$ cat src/rtl/midi_pkg.sv
// Shared MIDI constants and the pitch-wheel receiver state encoding.
package midi_pkg;

  localparam logic [3:0]  ST_PITCHBEND      = 4'hE;
  localparam logic [3:0]  ST_CC             = 4'hB;
  localparam logic [6:0]  CC_RESET_ALL      = 7'd121;
  localparam logic [13:0] PW_CENTER_DEFAULT = 14'h2000;

  typedef enum logic [2:0] {
    IDLE   = 3'd0,
    PW_LSB = 3'd1,
    PW_MSB = 3'd2,
    CC_NUM = 3'd3,
    CC_VAL = 3'd4,
    OTHER  = 3'd5
  } pw_state_e;

endpackage

$ cat src/rtl/midi_byte_classify.sv
// Splits a raw MIDI byte into its four mutually exclusive byte classes.
module midi_byte_classify (
  input  logic [7:0] i_rx_byte,
  output logic       o_is_realtime,
  output logic       o_is_syscommon,
  output logic       o_is_chstatus,
  output logic       o_is_data
);

  always_comb begin
    o_is_data      = ~i_rx_byte[7];
    o_is_realtime  = (i_rx_byte[7:3] == 5'b11111);
    o_is_syscommon = (i_rx_byte[7:3] == 5'b11110);
    o_is_chstatus  = i_rx_byte[7] & (i_rx_byte[6:4] != 3'b111);
  end

endmodule

$ cat src/rtl/midi_pitchwheel_rx.sv
// Pitch Bend decoder with running status; also re-centres the wheel on CC 121.
module midi_pitchwheel_rx
  import midi_pkg::*;
#(
  parameter logic [13:0] PW_CENTER = PW_CENTER_DEFAULT,
  parameter bit          OMNI      = 1'b0
) (
  input  logic        i_clk,
  input  logic        i_reset,
  input  logic [7:0]  i_rx_byte,
  input  logic        i_rx_valid,
  input  logic [3:0]  i_midi_ch,
  output logic [13:0] o_pw,
  output logic        o_pw_stb
);

  pw_state_e   r_state;
  pw_state_e   w_state_next;
  logic [6:0]  r_lsb;
  logic        r_ccr;
  logic [13:0] r_pw;
  logic        r_pw_stb;

  logic w_is_realtime;
  logic w_is_syscommon;
  logic w_is_chstatus;
  logic w_is_data;
  logic w_match;
  logic w_data_acc;
  logic w_lsb_we;
  logic w_ccr_we;
  logic w_pw_we_bend;
  logic w_pw_we_reset;

  midi_byte_classify u_classify (
    .i_rx_byte      (i_rx_byte),
    .o_is_realtime  (w_is_realtime),
    .o_is_syscommon (w_is_syscommon),
    .o_is_chstatus  (w_is_chstatus),
    .o_is_data      (w_is_data)
  );

  // The match decision is taken once at the status byte and lives on in the state.
  assign w_match    = OMNI || (i_rx_byte[3:0] == i_midi_ch);
  assign w_data_acc = i_rx_valid && w_is_data;

  always_ff @(posedge i_clk or posedge i_reset) begin
    if (i_reset) begin
      r_state <= IDLE;
    end else begin
      r_state <= w_state_next;
    end
  end

  always_comb begin
    w_state_next = r_state;
    if (i_rx_valid && !w_is_realtime) begin
      if (w_is_syscommon) begin
        w_state_next = IDLE;
      end else if (w_is_chstatus) begin
        if (w_match && (i_rx_byte[7:4] == ST_PITCHBEND)) begin
          w_state_next = PW_LSB;
        end else if (w_match && (i_rx_byte[7:4] == ST_CC)) begin
          w_state_next = CC_NUM;
        end else begin
          w_state_next = OTHER;
        end
      end else if (w_is_data) begin
        unique case (r_state)
          PW_LSB:  w_state_next = PW_MSB;
          PW_MSB:  w_state_next = PW_LSB;
          CC_NUM:  w_state_next = CC_VAL;
          CC_VAL:  w_state_next = CC_NUM;
          default: w_state_next = r_state;
        endcase
      end
    end
  end

  always_comb begin
    w_lsb_we      = w_data_acc && (r_state == PW_LSB);
    w_ccr_we      = w_data_acc && (r_state == CC_NUM);
    w_pw_we_bend  = w_data_acc && (r_state == PW_MSB);
    w_pw_we_reset = w_data_acc && (r_state == CC_VAL) && r_ccr;
  end

  always_ff @(posedge i_clk or posedge i_reset) begin
    if (i_reset) begin
      r_lsb    <= 7'd0;
      r_ccr    <= 1'b0;
      r_pw     <= PW_CENTER;
      r_pw_stb <= 1'b0;
    end else begin
      if (w_lsb_we) begin
        r_lsb <= i_rx_byte[6:0];
      end
      if (w_ccr_we) begin
        r_ccr <= (i_rx_byte[6:0] == CC_RESET_ALL);
      end
      if (w_pw_we_bend) begin
        r_pw <= {i_rx_byte[6:0], r_lsb};
      end else if (w_pw_we_reset) begin
        r_pw <= PW_CENTER;
      end
      r_pw_stb <= w_pw_we_bend || w_pw_we_reset;
    end
  end

  assign o_pw     = r_pw;
  assign o_pw_stb = r_pw_stb;

endmodule

$ cat config.mk
export PLATFORM = sky130hd
export DESIGN_NAME = midi_pitchwheel_rx
export DESIGN_NICKNAME = d
export VERILOG_FILES = /design/src/rtl/midi_pkg.sv /design/src/rtl/midi_byte_classify.sv /design/src/rtl/midi_pitchwheel_rx.sv
export SDC_FILE = /design/constraint.sdc
export NUM_CORES = 1
export LEC_CHECK = 0
export ABC_AREA = 1
export BUFFER_PORTS_ARGS = -buffer_cell sky130_fd_sc_hd__buf_2
export CAP_MARGIN = 25
export CORE_MARGIN = 2
export CORE_UTILIZATION = 45
export CTS_BUF_LIST = sky130_fd_sc_hd__clkbuf_4 sky130_fd_sc_hd__clkbuf_8 sky130_fd_sc_hd__clkbuf_16
export DETAILED_ROUTE_END_ITERATION = 6
export GPL_TIMING_DRIVEN = 1
export PLACE_DENSITY = 0.73
export SLEW_MARGIN = 20
export SYNTH_ARGS = -nofsm -noshare
export SYNTH_HDL_FRONTEND = slang
export SYNTH_SLANG_ARGS = --single-unit
$ cat constraint.sdc
create_clock -name i_clk -period 1.7 [get_ports i_clk]
set_clock_uncertainty 0.2 [all_clocks]
set_input_delay 0.17 -clock i_clk [delete_from_list [all_inputs] [get_ports i_clk]]
set_output_delay 0.17 -clock i_clk [all_outputs]
set_load 0.01 [all_outputs]
==> results.json, run 1 <==
{
  "initialDrtViolationCount": 21,
  "layout_commonest_cell": "nand2_1",
  "grt_use_met2_pct": 29.7,
  "root_buffer": "clkbuf_4",
  "clk_latency_ps": 320,
  "multi_input_comb_area_um2": 463,
  "power.density_nw_per_um2": 1430,
  "routedWlPerCell_um": 11.5,
  "p_int_mw": 1.37,
  "p_seq_share_pct": 49.4,
  "place_ws_ps": 122,
  "yosysUniqueCellTypes": 23,
  "routed_wl_um": 2540,
  "hpwl_um": 2010,
  "grt_max_degree": 16,
  "syn_to_final_growth_pct": 21.7,
  "num_antenna_cells": 0,
  "tightest_slew_ps": 426,
  "drv_slew": 0,
  "synth.avg_cell_area_um2": 8.33,
  "start_kind": "register",
  "cp-end-kind": "register",
  "failed_checks": "negative hold slack",
  "critPathKind": "register to register",
  "busiest_layer": "met2",
  "clock_path_buffers": 2,
  "cts.sinks": 26,
  "clockPowerShare_pct": 14.3,
  "grt_use_met3_pct": 2.76,
  "total_power_mw": 2.18,
  "drive_gt1_share_pct": 26.3,
  "synth.ff_latch_count": 26,
  "ys_seq_area_share_pct": 51.8,
  "grt_pass1_vias": 1031,
  "antenna_found_initial": 0,
  "final_cell_mix": "43 x nand2_1, 29 x buf_2, 28 x inv_1, 25 x dfrtp_1, 13 x o21ai_0",
  "cts_buffers": 3,
  "grt-ovfl-total": 0,
  "use_met1_pct": 24.6,
  "fin_crit_sh_pct": 92.9,
  "core_area_um2": 2710,
  "maxSlewHeadroom_pct": 71.5,
  "crit_arrival_ps": 1580,
  "num-fill-cells": 269,
  "layout_setup_ws_ps": 121,
  "max_freq_mhz": 633,
  "switching_share_pct": 37.5,
  "power.leakage_nw": 0.839,
  "cts_tree": "done",
  "cp_slowest_cell": "dfrtp_1",
  "netlist_area_um2": 1260,
  "postSynthCellCount": 151,
  "setup_violations": 0,
  "path_cells": "inv_2 -> nand3_2 -> o21ai_4 -> o22ai_1",
  "io_buffers": 29,
  "critPathMaxStageDelay_ps": 470,
  "hold_class": "primary input to register",
  "rows": 19,
  "vias": 1081,
  "io_pins": 30,
  "ctsResizeCount": 0,
  "die_area_um2": 3230,
  "cp.required_ps": 1700,
  "drtPass1Iterations": 4,
  "min_period_ps": 1580,
  "remaining_drc_errors": 0,
  "status": "finished, violations left",
  "drv_cap": 0,
  "clk_pin_slew_ps": 150,
  "dieHeight_um": 56.9,
  "gp_congestion": 0.782,
  "grt.total_usage_pct": 17.7,
  "setup_tns_ps": 0,
  "hold_viol_final": 1,
  "pwr-share-comb_pct": 36.2,
  "peakVddDrop_v": 0.000849,
  "viasPerCell": 4.89,
  "switchingPower_mw": 0.818,
  "grt_pass1_wl_um": 4510,
  "hold_ws_ps": -2.28,
  "start_util_pct": 46.4,
  "nets": 206,
  "htreeDepth": 1,
  "rsz0062_at_grt": "false",
  "critPathMaxFanout": 15,
  "syn_nets": 166,
  "synth_warnings": 0,
  "die_x_um": 56.9,
  "seq_area_um2": 652,
  "ant_nets": 0
}
==> area by class of cell <==
cell class                 instances  share of cell area (%)
sequential                        26                    42.6
clock buffer                       4                    2.37
timing repair buffer              37                    14.4
tap                               31                    2.53
multi-input combinational         91                    30.3
inverter                          32                    7.85
==> sequential cells by signal, summed over array words and instances, names as in the netlist <==
signal / flops
r_lsb: 7
r_state: 3
o_pw: 14
o_pw_stb: 1
r_ccr: 1
==> Yosys cell counts <==
cell type	number	share of area, %
a21oi_1	3	1.2
buf_6	2	1.8
dfrtp_1	25	50
dfstp_2	1	2.1
inv_1	28	8.4
inv_2	4	1.2
nand2_1	43	13
nand2_2	1	0.50
nand3_1	5	2.0
nand3_2	1	0.80
nand3_4	1	1.4
nand3b_1	1	0.60
nand4_1	1	0.50
nand4_2	1	0.99
nor2_1	7	2.1
nor2_2	1	0.50
o21a_1	1	0.60
o21ai_0	13	5.2
o21ai_1	2	0.80
o21ai_2	3	2.1
o21ai_4	1	1.3
o22ai_1	5	2.5
o22ai_2	1	0.99
==> routing by layer <==
layer	wire, um	share of wire (%)	up-vias
met5	0	0	-
met4	16	0.63	0
met3	103	4.1	2
met2	1220	48	27
met1	1200	47	503
li1	-	-	549
==> worst max-delay path: cells and delay by family (launching register included) <==
family	cells	cell delay, ps
AO/OA/AOI/OAI	2	550
flip-flops	1	470
buffers and inverters	1	120
AND/OR/NAND/NOR	1	110
==> through the flow <==
stage | util, % | hold WS, ps | cells | area (um^2)
3_5_place_dp | 52.9 | -40.8 | 211 | 1430
2_1_floorplan | - | 9.28 | 151 | 1260
6_report | 56.5 | -2.28 | 221 | 1530
5_1_grt | 56.5 | 0.500 | 221 | 1530
4_1_cts | 56.5 | 0.820 | 221 | 1530
3_3_place_gp | 52.9 | -58.5 | 211 | 1430
==> worst paths after layout <==
check | from | cells past startpoint | to | slack, ps
max | r_state[0] | 4 | o_pw[9] | 120
min | i_rx_byte[4] | 3 | o_pw[11] | -2
max reg2reg | r_state[0] | 4 | o_pw[9] | 120
min reg2reg | r_lsb[5] | 2 | o_pw[5] | 310
max in group asynchronous | i_reset | 4 | o_pw[13] | 630
min in group asynchronous | i_reset | 3 | o_pw[9] | 130
==> timing repair <==
action                                 4_1_cts  5_1_grt
endpoints found under the hold margin       31        0
setup endpoints to repair                    0        0
hold buffers                                 6        0
setup buffers                                0        0
==> cells by family after synthesis <==
kind of cell           Yosys count  synth area share (%)
buffers and inverters           34                  11.3
and+or+nand+nor                 62                  22.2
DFF                             26                  51.8
AOI/OAI and AO/OA               29                  14.6
==> power groups by stage <==
stage	Sequential (mW)	Combinational, mW	Clock [mW]
floorplan	1.14	0.468	0
global placement	1.08	0.761	0
detailed placement	1.09	0.789	0
global route	1.12	0.904	0.339
finish	1.08	0.791	0.313
CTS	1.08	0.803	0.312
No activity file was read; power rests on OpenSTA's default activity.
==> run 2: changes to the inputs <==
- MAX_ROUTING_LAYER: unset -> met4
==> run 2 against run 1 <==
Die area unchanged. Largest power group unchanged. Maximum frequency unchanged. Clock-buffer cell count unchanged. Core utilization unchanged. Sequential cell count unchanged. The flow still finishes with violations (negative hold slack). Setup slack about the same. Total power about the same. Clock power about the same.
==> results.json, run 2 (same netlist as run 1, synthesis figures left out) <==
{
  "status": "finished, violations left",
  "failed_checks": "negative hold slack",
  "largest_register_ffs": 14,
  "drtPass1Iterations": 4,
  "hold_ws_ps": -1.78,
  "drv_slew": 0,
  "hold_viol_final": 1,
  "nets": 206,
  "total_power_mw": 2.18,
  "critPathKind": "register to register",
  "path_delay_family": "compound AO/OA/AOI/OAI gates",
  "die_area_um2": 3230,
  "r2r_setup_slack_ps": 120,
  "cts.sinks": 26,
  "pwr-share-comb_pct": 36.2,
  "p_int_mw": 1.37,
  "die_x_um": 56.9,
  "syn_to_final_growth_pct": 21.7,
  "num-fill-cells": 269,
  "peakVddDrop_v": 0.000849,
  "setup_violations": 0,
  "hpwl_um": 2010,
  "ant_nets": 0,
  "clk_pin_slew_ps": 150,
  "drive_gt1_share_pct": 26.3,
  "path_buf_inv": 1,
  "num_antenna_cells": 0,
  "grt.total_usage_pct": 18.2,
  "start_kind": "register",
  "cts_tree": "done",
  "critPathMaxFanout": 15,
  "core_area_um2": 2710,
  "cts_buffers": 3,
  "place_ws_ps": 122,
  "holdPathEnd": "o_pw[11]",
  "path_cells": "inv_2 -> nand3_2 -> o21ai_4 -> o22ai_1",
  "remaining_drc_errors": 0,
  "maxSlewHeadroom_pct": 71.5,
  "root_buffer": "clkbuf_4",
  "clockPowerShare_pct": 14.3,
  "cts_setup_buffers": 0,
  "setup_tns_ps": 0,
  "holdPathStages": 3,
  "timing.rr.start": "r_state[0]",
  "cp-end-kind": "register",
  "gp_congestion": 0.792,
  "layout_commonest_cell": "nand2_1",
  "power.density_nw_per_um2": 1430,
  "seq_area_um2": 652,
  "power.leakage_nw": 0.839,
  "drv_cap": 0,
  "routed_wl_um": 2540,
  "grt-ovfl-total": 0,
  "dieHeight_um": 56.9,
  "io_buffers": 29,
  "reg2reg_depth": 4,
  "crit_arrival_ps": 1580,
  "hold_class": "primary input to register",
  "final_cell_mix": "43 x nand2_1, 29 x buf_2, 28 x inv_1, 25 x dfrtp_1, 13 x o21ai_0",
  "rows": 19,
  "multi_input_comb_area_um2": 463,
  "routedWlPerCell_um": 11.5,
  "cp_slowest_cell": "dfrtp_1",
  "layout_setup_ws_ps": 121,
  "p_seq_share_pct": 49.4,
  "tightest_slew_ps": 426,
  "io_pins": 30,
  "grt_pass1_wl_um": 4520,
  "switching_share_pct": 37.5,
  "start_util_pct": 46.4,
  "antenna_found_initial": 0,
  "switchingPower_mw": 0.818,
  "min_period_ps": 1580,
  "viasPerCell": 4.89,
  "vias": 1081,
  "rsz0062_at_grt": "false",
  "max_freq_mhz": 633,
  "htreeDepth": 1,
  "grt_max_degree": 16,
  "r2r-end": "o_pw[9]",
  "fin_crit_sh_pct": 92.9,
  "grt_pass1_vias": 1027,
  "initialDrtViolationCount": 22,
  "hold_path.startpoint": "i_rx_byte[4]",
  "final_core_util_pct": 56.5,
  "cp.required_ps": 1700,
  "clk_latency_ps": 320,
  "clock_path_buffers": 2,
  "critPathMaxStageDelay_ps": 470
}
-- run 2: cell counts in the layout (fill, tap and decap cells not counted) --
Identical to the previous run, type by type.
-- run 2: layout make-up --
cell class,instances,share of cell area (%)
sequential,26,42.6
multi-input combinational,91,30.3
timing repair buffer,37,14.4
inverter,32,7.85
tap,31,2.53
clock buffer,4,2.37
-- run 2: repair_timing --
item,CTS,global route
hold endpoints to repair,31,0
resized for setup,0,0
hold buffers,6,0
-- run 2: worst max-delay path by stage --
stage	start	to	slack [ps]	cells past startpoint
after detailed placement	r_state[0]	o_pw[9]	120	4
final	r_state[0]	o_pw[9]	120	4
after global routing	r_state[0]	o_pw[9]	20	4
after floorplan	r_state[2]	o_pw[9]	330	5
after CTS	i_rx_valid	o_pw[9]	100	7
after global placement	r_state[0]	o_pw[6]	220	4
-- run 2: worst min-delay path, cell delays in order --
cell and delay, ps:
buf_2 110, inv_1 110, o22ai_1 100
-- run 2: power by group through the flow --
stage | clock network (mW) | logic, mW | registers, mW
floorplan | 0 | 0.468 | 1.14
global placement | 0 | 0.761 | 1.08
detailed placement | 0 | 0.789 | 1.09
CTS | 0.312 | 0.803 | 1.08
global route | 0.339 | 0.904 | 1.12
finish | 0.313 | 0.791 | 1.08
-- run 2: metrics by stage --
stage               hold WS, ps  instance area (um^2)  std cells
finish                    -1.78                  1530        221
global route              0.500                  1530        221
CTS                       0.820                  1530        221
detailed placement        -40.8                  1430        211
global placement          -58.5                  1430        211
floorplan                  9.28                  1260        151
-- run 2: metal layers --
metal	vias to the layer above	global-route usage [%]	wire length, um
li1	549	-	-
met1	503	24.7	1200
met2	27	29.7	1220
met3	2	2.76	103
met4	0	2.99	16
met5	-	-	0
